### config.mk
export PLATFORM = sky130hd
export DESIGN_NAME = out_port_uart_tx
export DESIGN_NICKNAME = d
export VERILOG_FILES = /design/src/rtl/out_port_uart_tx.sv
export SDC_FILE = /design/constraint.sdc
export NUM_CORES = 1
export LEC_CHECK = 0
export BUFFER_PORTS_ARGS = -buffer_cell sky130_fd_sc_hd__buf_2
export CORE_MARGIN = 2
export CORE_UTILIZATION = 60
export DETAILED_ROUTE_END_ITERATION = 10
export PLACE_DENSITY = 0.79
export SYNTH_ARGS = -nofsm -noshare
export SYNTH_HDL_FRONTEND = slang
export SYNTH_SLANG_ARGS = --single-unit
### constraint.sdc
create_clock -name clk -period 4.4 [get_ports clk]
set_clock_uncertainty 0.15 [all_clocks]
set_input_delay 0.66 -clock clk [delete_from_list [all_inputs] [get_ports clk]]
set_output_delay 0.66 -clock clk [all_outputs]
set_load 0.02 [all_outputs]
### src/rtl/out_port_uart_tx.sv
// Serial output stage for the KGP_RISC out port. Each word the processor writes
// is queued in a small FIFO and then sent as four 8N1 UART frames, low byte first.
module out_port_uart_tx #(
  parameter int CLKS_PER_BIT = 4,
  parameter int FIFO_DEPTH   = 4
) (
  input  logic                        clk,
  input  logic                        rst,
  input  logic [31:0]                 out_val,
  input  logic                        out_we,
  output logic                        tx,
  output logic                        busy,
  output logic                        overflow,
  output logic [$clog2(FIFO_DEPTH):0] fifo_count
);

  localparam int AW       = $clog2(FIFO_DEPTH);
  localparam int BW       = $clog2(CLKS_PER_BIT);
  localparam int ONE_I    = 1;
  localparam int ZERO_I   = 0;
  localparam int BLAST_I  = CLKS_PER_BIT - 1;

  localparam logic [BW-1:0] BAUD_LAST = BLAST_I[BW-1:0];
  localparam logic [BW-1:0] BAUD_ZERO = ZERO_I[BW-1:0];
  localparam logic [BW-1:0] BAUD_ONE  = ONE_I[BW-1:0];
  localparam logic [AW:0]   CNT_DEPTH = FIFO_DEPTH[AW:0];
  localparam logic [AW:0]   CNT_ZERO  = ZERO_I[AW:0];
  localparam logic [AW:0]   CNT_ONE   = ONE_I[AW:0];
  localparam logic [AW-1:0] PTR_ZERO  = ZERO_I[AW-1:0];
  localparam logic [AW-1:0] PTR_ONE   = ONE_I[AW-1:0];

  typedef enum logic [1:0] {
    S_IDLE  = 2'd0,
    S_START = 2'd1,
    S_DATA  = 2'd2,
    S_STOP  = 2'd3
  } state_e;

  state_e        state_q;
  logic [BW-1:0] baud_q;
  logic [2:0]    bit_idx_q;
  logic [1:0]    byte_idx_q;
  logic [31:0]   shift_q;
  logic          tx_q;
  logic          busy_q;
  logic          ovf_q;
  logic [AW:0]   count_q;
  logic [AW:0]   count_d;
  logic [AW-1:0] wr_ptr_q;
  logic [AW-1:0] rd_ptr_q;
  logic [31:0]   mem_q [FIFO_DEPTH];

  logic          fifo_empty_s;
  logic          fifo_full_s;
  logic          baud_end_s;
  logic          word_end_s;
  logic          pop_s;
  logic          push_s;
  logic          drop_s;
  logic          goes_idle_s;
  logic          busy_d;
  logic [31:0]   rdata_s;
  logic [7:0]    cur_byte_s;
  logic [2:0]    next_bit_idx_s;

  // FIFO handshake, next occupancy and the next-cycle busy indication
  always_comb begin
    fifo_empty_s   = (count_q == CNT_ZERO);
    fifo_full_s    = (count_q == CNT_DEPTH);
    baud_end_s     = (baud_q == BAUD_LAST);
    word_end_s     = (state_q == S_STOP) && baud_end_s && (byte_idx_q == 2'd3);
    pop_s          = !fifo_empty_s && ((state_q == S_IDLE) || word_end_s);
    // A pop on the same edge frees a slot, so a full FIFO still accepts the word
    push_s         = out_we && (!fifo_full_s || pop_s);
    drop_s         = out_we && fifo_full_s && !pop_s;
    goes_idle_s    = !pop_s && ((state_q == S_IDLE) || word_end_s);
    rdata_s        = mem_q[rd_ptr_q];
    cur_byte_s     = shift_q[7:0];
    next_bit_idx_s = bit_idx_q + 3'd1;
    case ({push_s, pop_s})
      2'b10:   count_d = count_q + CNT_ONE;
      2'b01:   count_d = count_q - CNT_ONE;
      default: count_d = count_q;
    endcase
    busy_d = !goes_idle_s || (count_d != CNT_ZERO);
  end

  // FIFO word storage
  always_ff @(posedge clk) begin
    if (push_s) begin
      mem_q[wr_ptr_q] <= out_val;
    end
  end

  // FIFO pointers, occupancy and sticky overflow flag
  always_ff @(posedge clk or negedge rst) begin
    if (!rst) begin
      wr_ptr_q <= PTR_ZERO;
      rd_ptr_q <= PTR_ZERO;
      count_q  <= CNT_ZERO;
      ovf_q    <= 1'b0;
    end else begin
      if (push_s) begin
        wr_ptr_q <= wr_ptr_q + PTR_ONE;
      end
      if (pop_s) begin
        rd_ptr_q <= rd_ptr_q + PTR_ONE;
      end
      count_q <= count_d;
      if (drop_s) begin
        ovf_q <= 1'b1;
      end
    end
  end

  // Frame sequencer: start bit, eight data bits LSB first, stop bit, four bytes per word
  always_ff @(posedge clk or negedge rst) begin
    if (!rst) begin
      state_q    <= S_IDLE;
      baud_q     <= BAUD_ZERO;
      bit_idx_q  <= 3'd0;
      byte_idx_q <= 2'd0;
      shift_q    <= 32'd0;
      tx_q       <= 1'b1;
      busy_q     <= 1'b0;
    end else begin
      busy_q <= busy_d;
      case (state_q)
        S_IDLE: begin
          tx_q   <= 1'b1;
          baud_q <= BAUD_ZERO;
          if (pop_s) begin
            shift_q    <= rdata_s;
            byte_idx_q <= 2'd0;
            tx_q       <= 1'b0;
            state_q    <= S_START;
          end
        end
        S_START: begin
          if (baud_end_s) begin
            baud_q    <= BAUD_ZERO;
            bit_idx_q <= 3'd0;
            tx_q      <= cur_byte_s[0];
            state_q   <= S_DATA;
          end else begin
            baud_q <= baud_q + BAUD_ONE;
          end
        end
        S_DATA: begin
          if (baud_end_s) begin
            baud_q <= BAUD_ZERO;
            if (bit_idx_q == 3'd7) begin
              tx_q    <= 1'b1;
              state_q <= S_STOP;
            end else begin
              bit_idx_q <= next_bit_idx_s;
              tx_q      <= cur_byte_s[next_bit_idx_s];
            end
          end else begin
            baud_q <= baud_q + BAUD_ONE;
          end
        end
        S_STOP: begin
          if (baud_end_s) begin
            baud_q <= BAUD_ZERO;
            if (byte_idx_q != 2'd3) begin
              byte_idx_q <= byte_idx_q + 2'd1;
              shift_q    <= {8'd0, shift_q[31:8]};
              tx_q       <= 1'b0;
              state_q    <= S_START;
            end else if (pop_s) begin
              // Back-to-back words: next start bit follows the stop bit directly
              shift_q    <= rdata_s;
              byte_idx_q <= 2'd0;
              tx_q       <= 1'b0;
              state_q    <= S_START;
            end else begin
              tx_q    <= 1'b1;
              state_q <= S_IDLE;
            end
          end else begin
            baud_q <= baud_q + BAUD_ONE;
          end
        end
        default: begin
          tx_q    <= 1'b1;
          baud_q  <= BAUD_ZERO;
          state_q <= S_IDLE;
        end
      endcase
    end
  end

  assign tx         = tx_q;
  assign busy       = busy_q;
  assign overflow   = ovf_q;
  assign fifo_count = count_q;

endmodule
# Word-level counts from Yosys, hierarchy flattened
# Memory sizes are Yosys's and may differ from the RTL's.
# Index checks and enable logic that the tools add are counted.
[classes]
eq_ne = 16
addsub = 7
reduce_logical = 24
mux = 34
magnitude_cmp = 1
[op_table]
columns = ["op", "count"]
rows = [
  ["2-to-1 mux 32 bit", 3],
  ["one-hot mux 32 bit (2 select lines)", 1],
  ["2-to-1 mux 2 bit", 9],
  ["inequality test 2 bit (second input constant)", 7],
  ["one-hot mux 3 bit (2 select lines)", 2],
  ["2-to-1 mux 1 bit", 11],
  ["== test 2 bit (second input constant)", 5],
  ["2-to-1 mux 3 bit", 3],
  ["adder 2 x 1 -> 2 bit (second input constant)", 4],
  ["one-hot mux 2 bit (2 select lines)", 2],
  ["one-hot mux 2 bit (4 select lines)", 1],
  ["logical AND 1 bit", 7],
  ["adder 3 x 1 -> 3 bit (second input constant)", 2],
  ["== test 3 bit (second input constant)", 2],
  ["AND reduction 5 bit", 1],
  ["== test 2 x 1 -> 1 bit (second input constant)", 2],
  ["logical NOT 1 bit", 4],
  ["< comparator 3 x 4 -> 1 bit (second input constant)", 1],
  ["one-hot mux 1 bit (4 select lines)", 1],
  ["AND reduction 4 bit", 1],
  ["nonzero test 2 bit", 2],
  ["binary-select mux 1 bit (select 3 bit)", 1],
  ["logical NOT 3 bit", 1],
  ["logical OR 1 bit", 3],
  ["other kinds (6)", 6],
]
[totals]
mem_count = 1
out_inout_bits = 6
wordCells = 94
inputBits = 35
reg_bits = 51
ramBits = 128
[memory_table]
columns = ["memory", "depth", "word_bits", "read_ports", "rd_clocked_by_memory_dff", "write_ports", "line", "source"]
rows = [
  ["mem_q", 4, 32, 1, 0, 1, "51", "logic [31:0] mem_q [FIFO_DEPTH];"],
]

# Depth between registers and ports, before layout
# Gate-level depths: netlist of run 1.
[depth]
word_depth = 11
mapped_depth = 10
depth_no_buf = 10

# Least setup slack after synthesis of run 1
# No wires, ideal clock.
[synth_path]
path_type = "reg2reg"
from = "register state_q[1]"
to = "memory mem_q[0][0] (enable)"
required_ns = 3.858
period_less_slack_ns = 2.608
t_arrival_ns = 2.066
path_stages_with_launch = 6
n_path_buf = 1
slack_ns = 1.792
setup_time_ns = 0.392
path_cell_list = "dfrtp_1 > ha_1 > buf_2 > a31oi_4 > a31oi_1 > and2_1"
[synth_via]
elab_chain_len = 9
elab_cells_between_ends = 10
classes_between = "eq/ne: 1; mux: 2; reduce/logical: 7"
[synth_rtl]
columns = ["item", "line", "source"]
rows = [
  ["from (decl)", "39", "state_e state_q;"],
  ["from (signal assigned)", "119", "state_q <= S_IDLE;"],
  ["from (signal assigned)", "136", "state_q <= S_START;"],
  ["from (signal assigned)", "144", "state_q <= S_DATA;"],
  ["== test 2 bit", "71", "word_end_s = (state_q == S_STOP) && baud_end_s && (byte_idx_q == 2'd3);"],
  ["logical AND 1 bit (2 in series)", "71", ""],
  ["logical OR 1 bit (*)", "72", "pop_s = !fifo_empty_s && ((state_q == S_IDLE) || word_end_s);"],
  ["logical AND 1 bit (*)", "72", ""],
  ["logical OR 1 bit (*)", "74", "push_s = out_we && (!fifo_full_s || pop_s);"],
  ["logical AND 1 bit (*)", "74", ""],
  ["2-to-1 mux 1 bit (*)", "90", "if (push_s) begin"],
  ["2-to-1 mux 1 bit (implied by the code) (*)", "91", "mem_q[wr_ptr_q] <= out_val;"],
  ["to (decl)", "51", ""],
]
# Mark *: on every way between the ends. The rest lies on a longest branch, timed or not.

# Worst setup path in the final report of run 1
[layout_path]
from = "register state_q[1]"
to = "register count_q[2], in the netlist fifo_count[2]"
[layout_via]
elab_chain_len = 9
elab_cells_between_ends = 11
classes_between = "eq/ne: 3; mux: 1; reduce/logical: 7"
[layout_rtl]
columns = ["item", "line", "source"]
rows = [
  ["== test 2 bit", "71", ""],
  ["logical AND 1 bit (2 in series)", "71", ""],
  ["logical OR 1 bit (*)", "72", ""],
  ["logical AND 1 bit (*)", "72", ""],
  ["logical OR 1 bit", "74", ""],
  ["logical AND 1 bit", "74", ""],
  ["== test 2 x 1 -> 1 bit or == test 2 bit (tied branches)", "80", "case ({push_s, pop_s})"],
  ["one-hot mux 3 bit (2 select lines) (*)", "80", ""],
  ["via count_d[2]", "48", "logic [AW:0] count_d;"],
  ["to (signal assigned)", "109", "count_q <= count_d;"],
  ["to (decl)", "47", "logic [AW:0] count_q;"],
]
# Mark *: on every way through the listed nets, which the timed path passes. The rest lies on a longest branch.
# A chain may end at the register's enable or synchronous reset.

==> results.json, run 1 <==
{
  "run_status": "complete, no violations",
  "proportion_of_layout_cells_with_a_drive_suffix_above_1_pct": 30.7,
  "drt_first_pass_iters": 4,
  "layout_common_cells": "sky130_fd_sc_hd__edfxtp_1 (128), sky130_fd_sc_hd__nor2_1 (55), sky130_fd_sc_hd__dfrtp_1 (48)",
  "sw_frac_of_total_pct": 32.0,
  "crit_arrival_ps": 2960,
  "ff2ff_path_depth": 9,
  "worstPathRequired_ps": 4570,
  "synth_edf_count": 128,
  "worst_pin_slew_ps": 1200,
  "final-hold-violation-count": 0,
  "worst_hold_path_type": "in2async",
  "starting_drc_count_in_detailed_routing": 316,
  "dieHeight_um": 114,
  "row_count": 40,
  "final_cell_area_mm2": 0.00823,
  "ys_dominant_reg_cell": "sky130_fd_sc_hd__edfxtp_1",
  "dp.final_hpwl_um": 7670,
  "utilization_pct": 69.1,
  "crit_start": "state_q[1]",
  "post_cts.repair.setup_buffers": 0,
  "reg2reg_from": "state_q[1]",
  "maxClockFrequency_ghz": 0.358,
  "seq_area_frac_synth_pct": 70.4,
  "grt_usage_pct": 21.6,
  "num-fill-cells": 738,
  "synth_async_sr_flop_share_pct": 28.5,
  "power.share.clock_pct": 25.9,
  "r2r_slack_ps": 1600,
  "grt_setup_unrepaired": "false",
  "floorplan.core_area_mm2": 0.0119,
  "synthesis.nets": 462,
  "gp_congestion": 0.827,
  "power_density_mw_per_mm2": 723,
  "dr_wl_cell_um": 20.5,
  "critical_path_peak_fanout": 10,
  "die_x_um": 114,
  "first_global_vias": 3866,
  "floorplan.io_pins": 41,
  "max_cap_violations": 0,
  "post_synth_inst_count": 413,
  "sw_pwr_w": 0.00190,
  "cts-root-to-sink-buffers": 2,
  "synth-seq-cells": 179,
  "dr_total_vias": 3772,
  "post-layout-total-power_w": 0.00595,
  "post-route-drc-count": 0,
  "min_period_ps": 2800,
  "irDropWorstVdd_v": 0.000483,
  "grt_remaining_overflow": 0,
  "cts.reportedPaths.clkPinSlew_ps": 70,
  "post_cts_hold_buffer_count": 0,
  "syn-mean-instance-area_um2": 17.6,
  "finalSetupViolations": 0,
  "total_number_of_nets_in_the_final_design": 508,
  "cts_inserted_buffers": 17,
  "initial_antenna_violation_count": 0,
  "layout_commonest_cell": "sky130_fd_sc_hd__edfxtp_1",
  "fin_setup_tns_ps": 0,
  "syn-cell-area_mm2": 0.00727,
  "final_antenna_diode_count": 0,
  "post-synth-top-area-cell": "sky130_fd_sc_hd__edfxtp_1",
  "power.combinational.fraction_pct": 29.3,
  "synth_cell_type_count": 50,
  "slew-limit-headroom_pct": 20.3,
  "finalNonFillerCells": 619,
  "grt_pass1_wl_um": 20500,
  "clock_tree_root": "sky130_fd_sc_hd__clkbuf_16",
  "die-area_mm2": 0.0130,
  "synth_top_cells_by_area": "sky130_fd_sc_hd__edfxtp_1 (53%), sky130_fd_sc_hd__dfrtp_1 (17%), sky130_fd_sc_hd__mux4_2 (11%)",
  "detail-route-antenna-nets": 0,
  "io_buffers": 40,
  "ys.warnings.count": 0,
  "number_of_gates_resized_after_cts": 0,
  "cts-htree-levels": 4,
  "grt_start_max_net_pins": 52,
  "routed_via_density": 6.09,
  "clkSinkCount": 179,
  "timing_worst_setup_path_type": "reg2reg",
  "final.period_utilization_pct": 63.5,
  "placedCellCount": 587,
  "critical_path.endpoint": "fifo_count[2]",
  "worstSetupEndpointType": "register",
  "tritoncts_clock_tree": "built",
  "final-max-slew-violation-count": 0,
  "syn2layout_area_growth_pct": 13.2,
  "internal_power_w": 0.00405,
  "total_leakage_power_nw": 2.95,
  "place_area_mm2": 0.00761,
  "sequentialPowerShare_pct": 44.9,
  "worstSkewPairLatency_ps": 430,
  "worst_setup_path_start_kind": "register",
  "totalWireLength_um": 12700,
  "starting_density_of_the_core_pct": 61.0,
  "yosysTopAreaCellShare_pct": 52.9,
  "r2r_end": "fifo_count[2]"
}
[power by group through the flow]
stage | registers [W] | clock network (W) | logic (W)
finish | 0.00267 | 0.00154 | 0.00174
global route | 0.00272 | 0.00164 | 0.00191
CTS | 0.00268 | 0.00157 | 0.00175
detailed placement | 0.00270 | 0 | 0.00174
global placement | 0.00267 | 0 | 0.00168
floorplan | 0.00252 | 0 | 0.00145
[critical path, stage by stage (launching register included)]
cell and delay, ps:
sky130_fd_sc_hd__dfrtp_1 430, sky130_fd_sc_hd__ha_1 380, sky130_fd_sc_hd__a31oi_4 220, sky130_fd_sc_hd__nor2_1 400, sky130_fd_sc_hd__nand2_1 130, sky130_fd_sc_hd__fa_1 430
sky130_fd_sc_hd__nor2b_1 170, sky130_fd_sc_hd__nand2_1 90, sky130_fd_sc_hd__a32oi_1 210, sky130_fd_sc_hd__nand2b_1 70
[layout make-up]
cell class / instances / area (um^2) / area share [%]
tap: 147 / 184 / 2.23
multi-input combinational: 204 / 2010 / 24.4
sequential: 179 / 5120 / 62.3
timing repair buffer: 48 / 260 / 3.16
clock buffer: 18 / 439 / 5.34
clock inverter: 14 / 180 / 2.19
inverter: 9 / 33.8 / 0.410
[registers in the layout, summed over array words and instances, names as in the netlist]
name	flops
fifo_count	3
bit_idx_q	3
tx	1
byte_idx_q	2
wr_ptr_q	2
rd_ptr_q	2
mem_q	128
overflow	1
busy	1
state_q	2
baud_q	2
shift_q	32
[how the worst min path moves through the flow]
stage | start | end | slack, ps | cells after the start
after global placement | baud_q[0] | baud_q[0] | 270 | 1
after detailed placement | baud_q[0] | baud_q[0] | 290 | 1
final | rst | bit_idx_q[1] | 190 | 2
after CTS | rst | bit_idx_q[0] | 200 | 2
after floorplan | rst | baud_q[0] | 210 | 0
after global routing | rst | bit_idx_q[1] | 220 | 2
[synthesized netlist by cell type, drive strengths merged (2+ instances only)]
cell type	number
ha	13
nor2	55
nor2b	5
clkbuf	6
mux2	2
a22o	10
mux4	34
and2	4
nor3	3
xnor2	2
o221ai	2
o21ai	9
a31oi	2
dfrtp	50
inv	9
nand3	2
o22ai	25
a22oi	2
a21oi	5
xor2	2
edfxtp	128
buf	15
nand2	8
[logic make-up after synthesis]
| logic type | share of synthesized area (%) |
|---|---|
| AOI/OAI and AO/OA | 8.36 |
| xor gates and xnor gates | 0.482 |
| adders and majority gates | 2.51 |
| buffers and inverters | 2.07 |
| DFF | 70.4 |
| muxes | 10.8 |
| and+or+nand+nor | 5.28 |
[metrics by stage]
stage	hold slack [ps]	setup WS [ps]
6_report	186	1600
5_1_grt	222	1330
4_1_cts	196	1670
3_5_place_dp	290	1690
3_3_place_gp	266	1780
2_1_floorplan	214	1790
[per-layer routing]
metal | up-vias | part of all wire (%) | global-route usage [%]
met1 | 1954 | 42 | 28.1
met4 | 0 | 1.4 | 7.80
met3 | 15 | 4.2 | 5.56
met5 | - | 0 | 0
met2 | 91 | 52 | 35.8
li1 | 1712 | - | -
(Power assumes the default switching activity.)
==> run 2, diff against run 1 <==
--- a/config.mk
+++ b/config.mk
@@ -7,9 +7,9 @@
 export LEC_CHECK = 0
 export BUFFER_PORTS_ARGS = -buffer_cell sky130_fd_sc_hd__buf_2
 export CORE_MARGIN = 2
-export CORE_UTILIZATION = 60
+export CORE_UTILIZATION = 54
 export DETAILED_ROUTE_END_ITERATION = 10
-export PLACE_DENSITY = 0.79
+export PLACE_DENSITY = 0.75
 export SYNTH_ARGS = -nofsm -noshare
 export SYNTH_HDL_FRONTEND = slang
 export SYNTH_SLANG_ARGS = --single-unit
==> constraint.sdc (replaced) <==
create_clock -name clk -period 2.4 [get_ports clk]
set_clock_uncertainty 0.15 [all_clocks]
set_input_delay 0.36 -clock clk [delete_from_list [all_inputs] [get_ports clk]]
set_output_delay 0.36 -clock clk [all_outputs]
set_load 0.02 [all_outputs]
==> results.json, run 2 (synthesis results as in run 1) <==
{
  "layout_commonest_cell": "sky130_fd_sc_hd__edfxtp_1",
  "detail-route-antenna-nets": 0,
  "run_status": "complete, no violations",
  "cts-htree-levels": 4,
  "irDropWorstVdd_v": 0.000674,
  "cts_inserted_buffers": 17,
  "maxClockFrequency_ghz": 0.441,
  "dr_total_vias": 3753,
  "crit_arrival_ps": 2420,
  "worstPathRequired_ps": 2550,
  "final-max-slew-violation-count": 0,
  "reg_top3": "mem_q x128, shift_q x32",
  "dieHeight_um": 120,
  "ordered_list_of_cells_on_the_worst_path": "inv_2, ha_2, or4bb_1, buf_4, o22ai_2, nor2_1",
  "slew-limit-headroom_pct": 66.3,
  "dp.final_hpwl_um": 8280,
  "critical_path.top_delay_family": "simple AND/OR/NAND/NOR gates",
  "critical_path_peak_fanout": 26,
  "critical_path_depth": 6,
  "worst-path-buf-inv": 2,
  "grt_setup_unrepaired": "false",
  "total_leakage_power_nw": 3.07,
  "syn2layout_area_growth_pct": 17.1,
  "clkSinkCount": 179,
  "floorplan.core_area_mm2": 0.0132,
  "worstSetupEndpointType": "register",
  "max_cap_violations": 0,
  "gp_congestion": 0.796,
  "routed_via_density": 5.59,
  "die_x_um": 120,
  "worst_pin_slew_ps": 505,
  "holdWs_ps": 8.67,
  "total_number_of_nets_in_the_final_design": 531,
  "final_antenna_diode_count": 0,
  "die-area_mm2": 0.0144,
  "worst_path_largest_cell_delay_ps": 580,
  "min_period_ps": 2270,
  "cts.reportedPaths.clkPinSlew_ps": 60,
  "worst_setup_path_start_kind": "register",
  "layout_common_cells": "sky130_fd_sc_hd__edfxtp_1 (128), sky130_fd_sc_hd__nor2_1 (54), sky130_fd_sc_hd__dfrtp_1 (49)",
  "initial_antenna_violation_count": 0,
  "max_flop_register": "mem_q",
  "finalSetupViolations": 0,
  "cts-root-to-sink-buffers": 2,
  "floorplan.io_pins": 41,
  "first_global_vias": 3970,
  "crit_slowest_cell": "sky130_fd_sc_hd__or4bb_1",
  "tritoncts_clock_tree": "built",
  "timing_worst_setup_path_type": "reg2reg",
  "min_path_cells": 1,
  "fin_setup_tns_ps": 0,
  "post-route-drc-count": 0,
  "power_density_mw_per_mm2": 1290,
  "grt_remaining_overflow": 0,
  "largest_register_ff_count": 128,
  "grt_usage_pct": 19.7,
  "worst_hold_path_type": "in2reg",
  "io_buffers": 40,
  "row_count": 42,
  "totalWireLength_um": 12900,
  "dr_wl_cell_um": 19.3,
  "worstSkewPairLatency_ps": 420,
  "proportion_of_layout_cells_with_a_drive_suffix_above_1_pct": 32.7,
  "final-hold-violation-count": 0,
  "final.period_utilization_pct": 94.4,
  "clock_tree_root": "sky130_fd_sc_hd__clkbuf_16",
  "starting_density_of_the_core_pct": 55.1,
  "drt_first_pass_iters": 6,
  "starting_drc_count_in_detailed_routing": 253,
  "grt_pass1_wl_um": 21000,
  "grt_start_max_net_pins": 34,
  "ff2ff_path_depth": 6
}
-- run 2: changes by cell type in the layout (fill, tap and decap cells not counted), moves of 3 or more --
cell,delta
sky130_fd_sc_hd__dlygate4sd3_1,+10
sky130_fd_sc_hd__buf_12,+6
sky130_fd_sc_hd__buf_4,+6
sky130_fd_sc_hd__clkbuf_1,+6
sky130_fd_sc_hd__and2_1,-4
sky130_fd_sc_hd__and2_2,+4
sky130_fd_sc_hd__clkinv_4,-4
sky130_fd_sc_hd__clkinvlp_4,-4
sky130_fd_sc_hd__bufinv_16,-3
sky130_fd_sc_hd__clkbuf_8,+3
sky130_fd_sc_hd__ha_1,-3
sky130_fd_sc_hd__ha_2,+3
-- run 2: what timing repair did --
action,4_1_cts,5_1_grt
setup buffers,0,1
endpoints found under the hold margin,83,0
hold buffers,10,0
setup endpoints to repair,0,35
gates resized for setup,0,9
-- run 2: final timing paths --
path	start	endpoint	slack (ps)
max reg2reg	state_q[0]	shift_q[22]	130
max in group asynchronous	rst	shift_q[21]	1350
max	state_q[0]	shift_q[22]	130
min	out_val[17]	mem_q[2][17]	9
min reg2reg	baud_q[0]	baud_q[0]	300
min in group asynchronous	rst	shift_q[3]	160
-- run 2: final cells by class --
cell class	instances	area, um^2
clock buffers	29	553
clock inverters	3	17.5
fillers	899	4680
inverters	9	33.8
multi-input cells	204	2030
flip-flops and latches	179	5120
well taps	176	220
repair buffers	71	537
-- run 2: worst reg2reg max path: cells and delay by family, from the launching register on --
family          cells  cell delay, ps
fa+ha+maj           1             320
buf+inv             2             410
compound gates      1             220
flops               1             410
simple gates        2             640
-- run 2: per-stage QoR --
| stage | util [%] | setup slack [ps] | cell area, um^2 | std cells | total power (W) |
|---|---|---|---|---|---|
| after floorplan | - | 61.5 | 7270 | 413 | 0.00728 |
| after global placement | 59.3 | 135 | 7820 | 628 | 0.00823 |
| after detailed placement | 59.3 | 23.6 | 7820 | 628 | 0.00841 |
| after CTS | 64.3 | 8.26 | 8490 | 670 | 0.0110 |
| after global routing | 64.5 | 23.3 | 8510 | 671 | 0.0116 |
| final | 64.5 | 133 | 8510 | 671 | 0.0110 |
-- run 2: per-layer routing --
| layer | track usage (%) | share of wire, % | wire length (um) | vias up |
|---|---|---|---|---|
| met5 | 0 | 0 | 0 | - |
| met4 | 7.35 | 1.2 | 149 | 0 |
| met3 | 4.33 | 2.8 | 363 | 13 |
| met2 | 33.8 | 54 | 6970 | 67 |
| met1 | 24.6 | 42 | 5450 | 1918 |
| li1 | - | - | - | 1755 |
-- run 2: report_power, final --
group	switching [W]	internal, W
logic	0.00187	0.00175
clock network	0.00105	0.00156
registers	0.000514	0.00423
total	0.00344	0.00754
